$ cat src/rtl/gonso_motor_seq.sv
// gonso_motor_seq: Wishbone-configured stepper-motor sequencer.
// Generates coil phases for io_out[35:32], counts steps, raises DONE irq.
//
// Ports:
//   wb_clk_i, wb_rst_i        clock, synchronous active-high reset
//   wbs_stb_i/cyc_i/we_i      Wishbone classic strobe, cycle, write
//   wbs_sel_i[3:0]            byte enables
//   wbs_adr_i[31:0]           byte address (window matched on [31:5])
//   wbs_dat_i[31:0]           write data
//   wbs_ack_o                 single-cycle acknowledge
//   wbs_dat_o[31:0]           read data, 0 when not acking
//   motor_o[3:0]              coil drive
//   busy_o                    move in progress
//   irq_o                     level interrupt (DONE & IRQ_EN)

module gonso_motor_seq #(
    parameter logic [31:0] ADDR_BASE  = 32'h3000_0100,
    parameter logic [15:0] PERIOD_RST = 16'd999
) (
    input  logic        wb_clk_i,
    input  logic        wb_rst_i,
    input  logic        wbs_stb_i,
    input  logic        wbs_cyc_i,
    input  logic        wbs_we_i,
    input  logic [3:0]  wbs_sel_i,
    input  logic [31:0] wbs_adr_i,
    input  logic [31:0] wbs_dat_i,
    output logic        wbs_ack_o,
    output logic [31:0] wbs_dat_o,
    output logic [3:0]  motor_o,
    output logic        busy_o,
    output logic        irq_o
);

    typedef enum logic {
        S_IDLE = 1'b0,
        S_RUN  = 1'b1
    } state_t;

    localparam logic [2:0] OFF_CTRL   = 3'd0;
    localparam logic [2:0] OFF_PERIOD = 3'd1;
    localparam logic [2:0] OFF_STEPS  = 3'd2;
    localparam logic [2:0] OFF_STATUS = 3'd3;

    // Registers
    state_t      r_state;
    logic        r_ack;
    logic [31:0] r_dat;
    logic        r_dir;
    logic        r_half;
    logic        r_irq_en;
    logic        r_hold;
    logic [15:0] r_period;
    logic [15:0] r_steps;
    logic [15:0] r_remaining;
    logic [15:0] r_cnt;
    logic [2:0]  r_phase;
    logic        r_done;
    logic [3:0]  r_motor;

    // Wires
    state_t      w_state_nxt;
    logic        w_match;
    logic        w_req;
    logic        w_wr;
    logic [2:0]  w_off;
    logic        w_wr_ctrl;
    logic        w_wr_period;
    logic        w_wr_steps;
    logic        w_start;
    logic        w_stop;
    logic        w_clr_done;
    logic        w_load;
    logic        w_step;
    logic        w_finish;
    logic [2:0]  w_delta;
    logic [2:0]  w_phase_step;
    logic [2:0]  w_phase_nxt;
    logic        w_hold_nxt;
    logic [3:0]  w_motor_nxt;
    logic [31:0] w_rdata;
    logic        w_unused;

    function automatic logic [3:0] coil(input logic [2:0] ph);
        logic [3:0] c;
        case (ph)
            3'd0:    c = 4'b1000;
            3'd1:    c = 4'b1100;
            3'd2:    c = 4'b0100;
            3'd3:    c = 4'b0110;
            3'd4:    c = 4'b0010;
            3'd5:    c = 4'b0011;
            3'd6:    c = 4'b0001;
            default: c = 4'b1001;
        endcase
        return c;
    endfunction

    function automatic logic [15:0] be16(
        input logic [15:0] old_v,
        input logic [15:0] new_v,
        input logic [1:0]  sel
    );
        return {sel[1] ? new_v[15:8] : old_v[15:8],
                sel[0] ? new_v[7:0]  : old_v[7:0]};
    endfunction

    // Bus decode. The ~r_ack term keeps ack low for the cycle after an ack.
    assign w_match = (wbs_adr_i[31:5] == ADDR_BASE[31:5]);
    assign w_req   = wbs_stb_i & wbs_cyc_i & w_match & ~r_ack;
    assign w_wr    = w_req & wbs_we_i;
    assign w_off   = wbs_adr_i[4:2];

    assign w_wr_ctrl   = w_wr & (w_off == OFF_CTRL) & wbs_sel_i[0];
    assign w_wr_period = w_wr & (w_off == OFF_PERIOD);
    assign w_wr_steps  = w_wr & (w_off == OFF_STEPS);
    assign w_start     = w_wr_ctrl & wbs_dat_i[0];
    assign w_stop      = w_wr_ctrl & wbs_dat_i[3];
    assign w_clr_done  = w_wr & (w_off == OFF_STATUS)
                       & wbs_sel_i[0] & wbs_dat_i[1];

    assign w_unused = ^{wbs_adr_i[1:0], wbs_sel_i[3:2],
                        wbs_dat_i[31:16]};

    // Next-state logic
    always_comb begin
        w_state_nxt = r_state;
        w_load      = 1'b0;
        w_step      = 1'b0;
        w_finish    = 1'b0;
        case (r_state)
            S_IDLE: begin
                // STOP in the same write overrides START
                if (w_start && !w_stop && (r_steps != 16'd0)) begin
                    w_state_nxt = S_RUN;
                    w_load      = 1'b1;
                end
            end
            S_RUN: begin
                if (w_stop) begin
                    w_state_nxt = S_IDLE;
                end else if (r_cnt == 16'd0) begin
                    w_step = 1'b1;
                    if (r_remaining == 16'd1) begin
                        w_finish    = 1'b1;
                        w_state_nxt = S_IDLE;
                    end
                end
            end
            default: w_state_nxt = S_IDLE;
        endcase
    end

    // Full-step moves two table entries, keeping phase parity.
    assign w_delta      = r_half ? 3'd1 : 3'd2;
    assign w_phase_step = r_dir ? (r_phase + w_delta)
                                : (r_phase - w_delta);
    assign w_phase_nxt  = w_step ? w_phase_step : r_phase;
    assign w_hold_nxt   = w_wr_ctrl ? wbs_dat_i[5] : r_hold;

    // Coil output is registered from next-state values so it reflects
    // the phase and busy state right after the committing edge.
    always_comb begin
        w_motor_nxt = 4'b0000;
        if ((w_state_nxt == S_RUN) || w_hold_nxt) begin
            w_motor_nxt = coil(w_phase_nxt);
        end
    end

    // Read mux
    always_comb begin
        w_rdata = 32'd0;
        case (w_off)
            OFF_CTRL: begin
                w_rdata = {26'd0, r_hold, r_irq_en, 1'b0,
                           r_half, r_dir, 1'b0};
            end
            OFF_PERIOD: w_rdata = {16'd0, r_period};
            OFF_STEPS:  w_rdata = {16'd0, r_steps};
            OFF_STATUS: begin
                w_rdata = {r_remaining, 11'd0, r_phase,
                           r_done, (r_state == S_RUN)};
            end
            default: w_rdata = 32'd0;
        endcase
    end

    // State register
    always_ff @(posedge wb_clk_i) begin
        if (wb_rst_i) begin
            r_state <= S_IDLE;
        end else begin
            r_state <= w_state_nxt;
        end
    end

    // Bus and configuration registers
    always_ff @(posedge wb_clk_i) begin
        if (wb_rst_i) begin
            r_ack    <= 1'b0;
            r_dat    <= 32'd0;
            r_dir    <= 1'b0;
            r_half   <= 1'b0;
            r_irq_en <= 1'b0;
            r_hold   <= 1'b0;
            r_period <= PERIOD_RST;
            r_steps  <= 16'd0;
        end else begin
            r_ack <= w_req;
            r_dat <= (w_req && !wbs_we_i) ? w_rdata : 32'd0;
            if (w_wr_ctrl) begin
                r_dir    <= wbs_dat_i[1];
                r_half   <= wbs_dat_i[2];
                r_irq_en <= wbs_dat_i[4];
                r_hold   <= wbs_dat_i[5];
            end
            if (w_wr_period) begin
                r_period <= be16(r_period, wbs_dat_i[15:0],
                                 wbs_sel_i[1:0]);
            end
            if (w_wr_steps) begin
                r_steps <= be16(r_steps, wbs_dat_i[15:0],
                                wbs_sel_i[1:0]);
            end
        end
    end

    // Move datapath
    always_ff @(posedge wb_clk_i) begin
        if (wb_rst_i) begin
            r_remaining <= 16'd0;
            r_cnt       <= 16'd0;
            r_phase     <= 3'd0;
            r_done      <= 1'b0;
            r_motor     <= 4'b0000;
        end else begin
            if (w_load) begin
                r_remaining <= r_steps;
                r_cnt       <= r_period;
            end else if ((r_state == S_RUN) && !w_stop) begin
                if (w_step) begin
                    r_remaining <= r_remaining - 16'd1;
                    r_cnt       <= r_period;
                end else begin
                    r_cnt <= r_cnt - 16'd1;
                end
            end
            r_phase <= w_phase_nxt;
            if (w_load) begin
                r_done <= 1'b0;
            end else if (w_finish) begin
                r_done <= 1'b1;
            end else if (w_clr_done) begin
                r_done <= 1'b0;
            end
            r_motor <= w_motor_nxt;
        end
    end

    assign wbs_ack_o = r_ack;
    assign wbs_dat_o = r_dat;
    assign motor_o   = r_motor;
    assign busy_o    = (r_state == S_RUN);
    assign irq_o     = r_done & r_irq_en;

endmodule

$ cat config.mk
export PLATFORM = sky130hd
export DESIGN_NAME = gonso_motor_seq
export DESIGN_NICKNAME = d
export VERILOG_FILES = /design/src/rtl/gonso_motor_seq.sv
export SDC_FILE = /design/constraint.sdc
export NUM_CORES = 1
export LEC_CHECK = 0
export CORE_MARGIN = 2
export CORE_UTILIZATION = 45
export DETAILED_ROUTE_END_ITERATION = 8
export GPL_TIMING_DRIVEN = 0
export PLACE_DENSITY = 0.77
export SLEW_MARGIN = 15
export SYNTH_ARGS = -nofsm -noshare
export SYNTH_HDL_FRONTEND = slang
export SYNTH_SLANG_ARGS = --single-unit
$ cat constraint.sdc
create_clock -name wb_clk_i -period 6 [get_ports wb_clk_i]
set_input_delay 0.6 -clock wb_clk_i [delete_from_list [all_inputs] [get_ports wb_clk_i]]
set_output_delay 0.6 -clock wb_clk_i [all_outputs]
set_load 0.01 [all_outputs]
==> results_dict.tcl <==
set metrics [dict create \
    numPortBuffers 90 \
    hold_path.class "reg2reg" \
    criticalPathCategory "in2reg" \
    crit_required_ps 6210 \
    synth_compound_area_frac 0.141 \
    worstRegToRegCells 10 \
    die_height_um 110 \
    critical_path.startpoint_type "input port" \
    grt_start_max_net_pins 21 \
    route.antenna.remaining_nets 0 \
    num_vias 4695 \
    area.growth.synth_to_final_pct 26.8 \
    data_arrival_time_of_the_critical_path_ps 3650 \
    num_antenna_cells 0 \
    synth_largest_type_area_fraction 0.433 \
    report.final.slew_viol_count 0 \
    r2r_endpoint "r_remaining[10]$_SDFFE_PP0P_" \
    antenna_found_initial 0 \
    top_level_ports 112 \
    detail_route.first_pass.iterations 5 \
    grt_first_pass_wirelength_um 22500 \
    hold-worst-slack_ps 497 \
    netlist-cell-type-count 61 \
    total_length_of_routed_wires_um 14400 \
    final_critical_path_setup_slack_ps 2570 \
    synthesized_instance_count 565 \
    post_placement_worst_setup_slack_ps 2350 \
    final_layout_size_suffix_gt1_frac 0.0700 \
    width_of_the_die_um 110 \
    endpoint_kind "flip-flop" \
    cts.reportedPaths.clkPinSlew_ps 80 \
    min_period_ps 3430 \
    postSynthNetCount 643 \
    post_synth_fa_ha_maj_area_fraction 0.0138 \
    combinational_family_with_the_most_area_after_synthesis "simple AND/OR/NAND/NOR gates" \
    worstHoldEndpoint "wbs_dat_o[25]$_SDFF_PP0_" \
    cts-buffers-inserted 9 \
    cts_root_buf "clkbuf_16" \
    first_global_vias 4506 \
    total_power_w 0.00138 \
    outcome "complete, no violations" \
    leakage_nw 2.37 \
    worst_r2r_startpoint "r_cnt[0]$_SDFFE_PP0P_" \
    synth_simple_gate_area_share 0.232 \
    globalRoute.busiestLayer "met2" \
    hold_depth 1 \
    finalWeightedCongestion 0.878 \
    nFillCells 986 \
    synth.largest_area_cell "dfxtp_1" \
    finalHoldViolations 0 \
    post_synth_mux_area_share 0.117 \
    yosysSeqAreaShare 0.433 \
    gr-usage-met1 0.313 \
    cts_tree "built" \
    grt_use_total 0.241 \
    postCtsSetupRepairBufs 0 \
    finalSetupTns_ps 0 \
    fin_worst_skew_ps 6.72 \
    dp_hpwl_um 10900 \
    worst_pin_slew_ps 1020 \
    irDropWorstVdd_uv 144 \
    synth_edf_count 0 \
    initial_core_util 0.465 \
    postSynthAreaPerCell_um2 9.00 \
    core_area_um2 10900 \
    ys_async_sr_fraction 0 \
    drt_iter0_markers 420 \
    synth_top_flop_cell "dfxtp_1" \
    cts.hold.buffers_added 0 \
    global_route.overflow_total 0 \
    synth-xor-area-share 0.0224 \
    max_cap_violations 0 \
    post-route-drc-count 0 \
    wl_per_cell_um 17.8 \
    vias_per_cell 5.79 \
    ff2ff_setup_slack_ps 2960 \
    clock_sinks 110 \
    mappedNetlistArea_um2 5080 \
    rows 38 \
    setup_viol 0 \
    synthTopCellsByArea "dfxtp_1 (43%), mux2i_1 (11%), nor2_1 (6.2%)" \
    die-area_um2 12200 \
    netlist_top_cells_count "dfxtp_1 (110), nor2_1 (84), mux2i_1 (54)" \
    clock_tree_buf_depth 2 \
    powerDensity_nw_per_um2 213 \
    post-synth-top-count-cell "dfxtp_1" \
    gr-usage-met3 0.0323 \
    post_cts_resized 0 \
    layout.core_utilization 0.590 \
    clk-insertion-delay-late_ps 340 \
    critical_path.max_fanout 10 \
    globalRouteMet2Util 0.401 \
    maxClockFrequency_mhz 291 \
    fin_crit_share 0.572 \
    rsz0062_at_grt "no" \
    ctsHtreeMaxLevel 3 \
    slew_headroom 0.316 \
    synth-seq-cells 110 \
    synth.yosys.warnings 0 \
    min-delay-start "r_remaining[9]$_SDFFE_PP0P_" \
    final_net_count 744 \
]
## report_power, final
part | switching [W] | internal (W) | total [W]
registers | 0.0000000000000400 | 0.000729 | 0.000729
clock network | 0.000286 | 0.000292 | 0.000578
logic | 0.0000323 | 0.0000365 | 0.0000688
total | 0.000318 | 0.00106 | 0.00138
## layout make-up
| class | instances | area (um^2) | share of cell area |
|---|---|---|---|
| multi-input cells | 405 | 2680 | 0.415 |
| flip-flops and latches | 110 | 2200 | 0.341 |
| repair buffers | 90 | 901 | 0.140 |
| clock buffers | 9 | 225 | 0.0349 |
| well taps | 140 | 175 | 0.0272 |
| plain buffers | 31 | 134 | 0.0208 |
| inverters | 19 | 71.3 | 0.0111 |
| clock inverters | 7 | 62.6 | 0.00970 |
## worst max-delay path by stage
stage,startpoint,endpoint,slack (ps),depth (start not counted)
after floorplan,wbs_adr_i[7],wbs_dat_o[22]$_SDFF_PP0_,3450,9
after global placement,wbs_adr_i[3],r_cnt[5]$_SDFFE_PP0P_,2390,9
after detailed placement,wbs_adr_i[3],r_cnt[5]$_SDFFE_PP0P_,2350,9
after CTS,wbs_adr_i[3],r_cnt[5]$_SDFFE_PP0P_,2700,9
after global routing,wbs_adr_i[3],r_cnt[7]$_SDFFE_PP0P_,2290,9
final,wbs_adr_i[3],r_cnt[3]$_SDFFE_PP0P_,2570,9
## cell families after synthesis
| kind of cell | after synthesis |
|---|---|
| XOR/XNOR | 13 |
| flip-flops | 110 |
| multiplexers | 59 |
| AND/OR/NAND/NOR | 230 |
| buffers and inverters | 50 |
| AO/OA/AOI/OAI | 98 |
| adder cells (fa/ha/maj) | 5 |
## layout by cell type (no fill, tap or decap), drive strengths merged, types with 4 or more instances in the layout
cell type,n
a211oi,18
a21oi,19
a22o,5
a22oi,14
a31oi,6
and2,19
buf,12
clkbuf,28
clkdlybuf4s50,90
dfxtp,110
ha,4
inv,23
mux2,5
mux2i,54
nand2,34
nand3,8
nand4,15
nor2,85
nor3,24
nor4,18
o211ai,5
o21ai,4
o2bb2ai,9
o32ai,5
or3,5
or4,5
xnor2,6
xor2,7
## worst max-delay path, cell delays in order
cell	delay, ps
clkdlybuf4s50_1	530
nor3_1	440
nand4_1	230
nor3_1	690
a2bb2oi_1	320
buf_4	270
buf_4	230
mux2i_1	210
o32ai_1	110
## state kept, by name (all words and copies together), names as in the netlist, 3 cells and up
register     flops
r_cnt           16
r_steps         16
wbs_dat_o       32
r_period        16
motor_o          4
r_remaining     16
r_phase          3
## layer usage
layer / routed length, um / up-vias
met2: 6730 / 164
li1: - / 2265
met1: 6500 / 2229
met3: 708 / 37
met5: 0 / -
met4: 495 / 0
## stage by stage
stage	instance area, um^2	cells
CTS	6450	811
detailed placement	6160	795
global placement	6160	795
floorplan	5080	565
global route	6450	811
finish	6450	811
No activity file was read; power rests on OpenSTA's default activity.
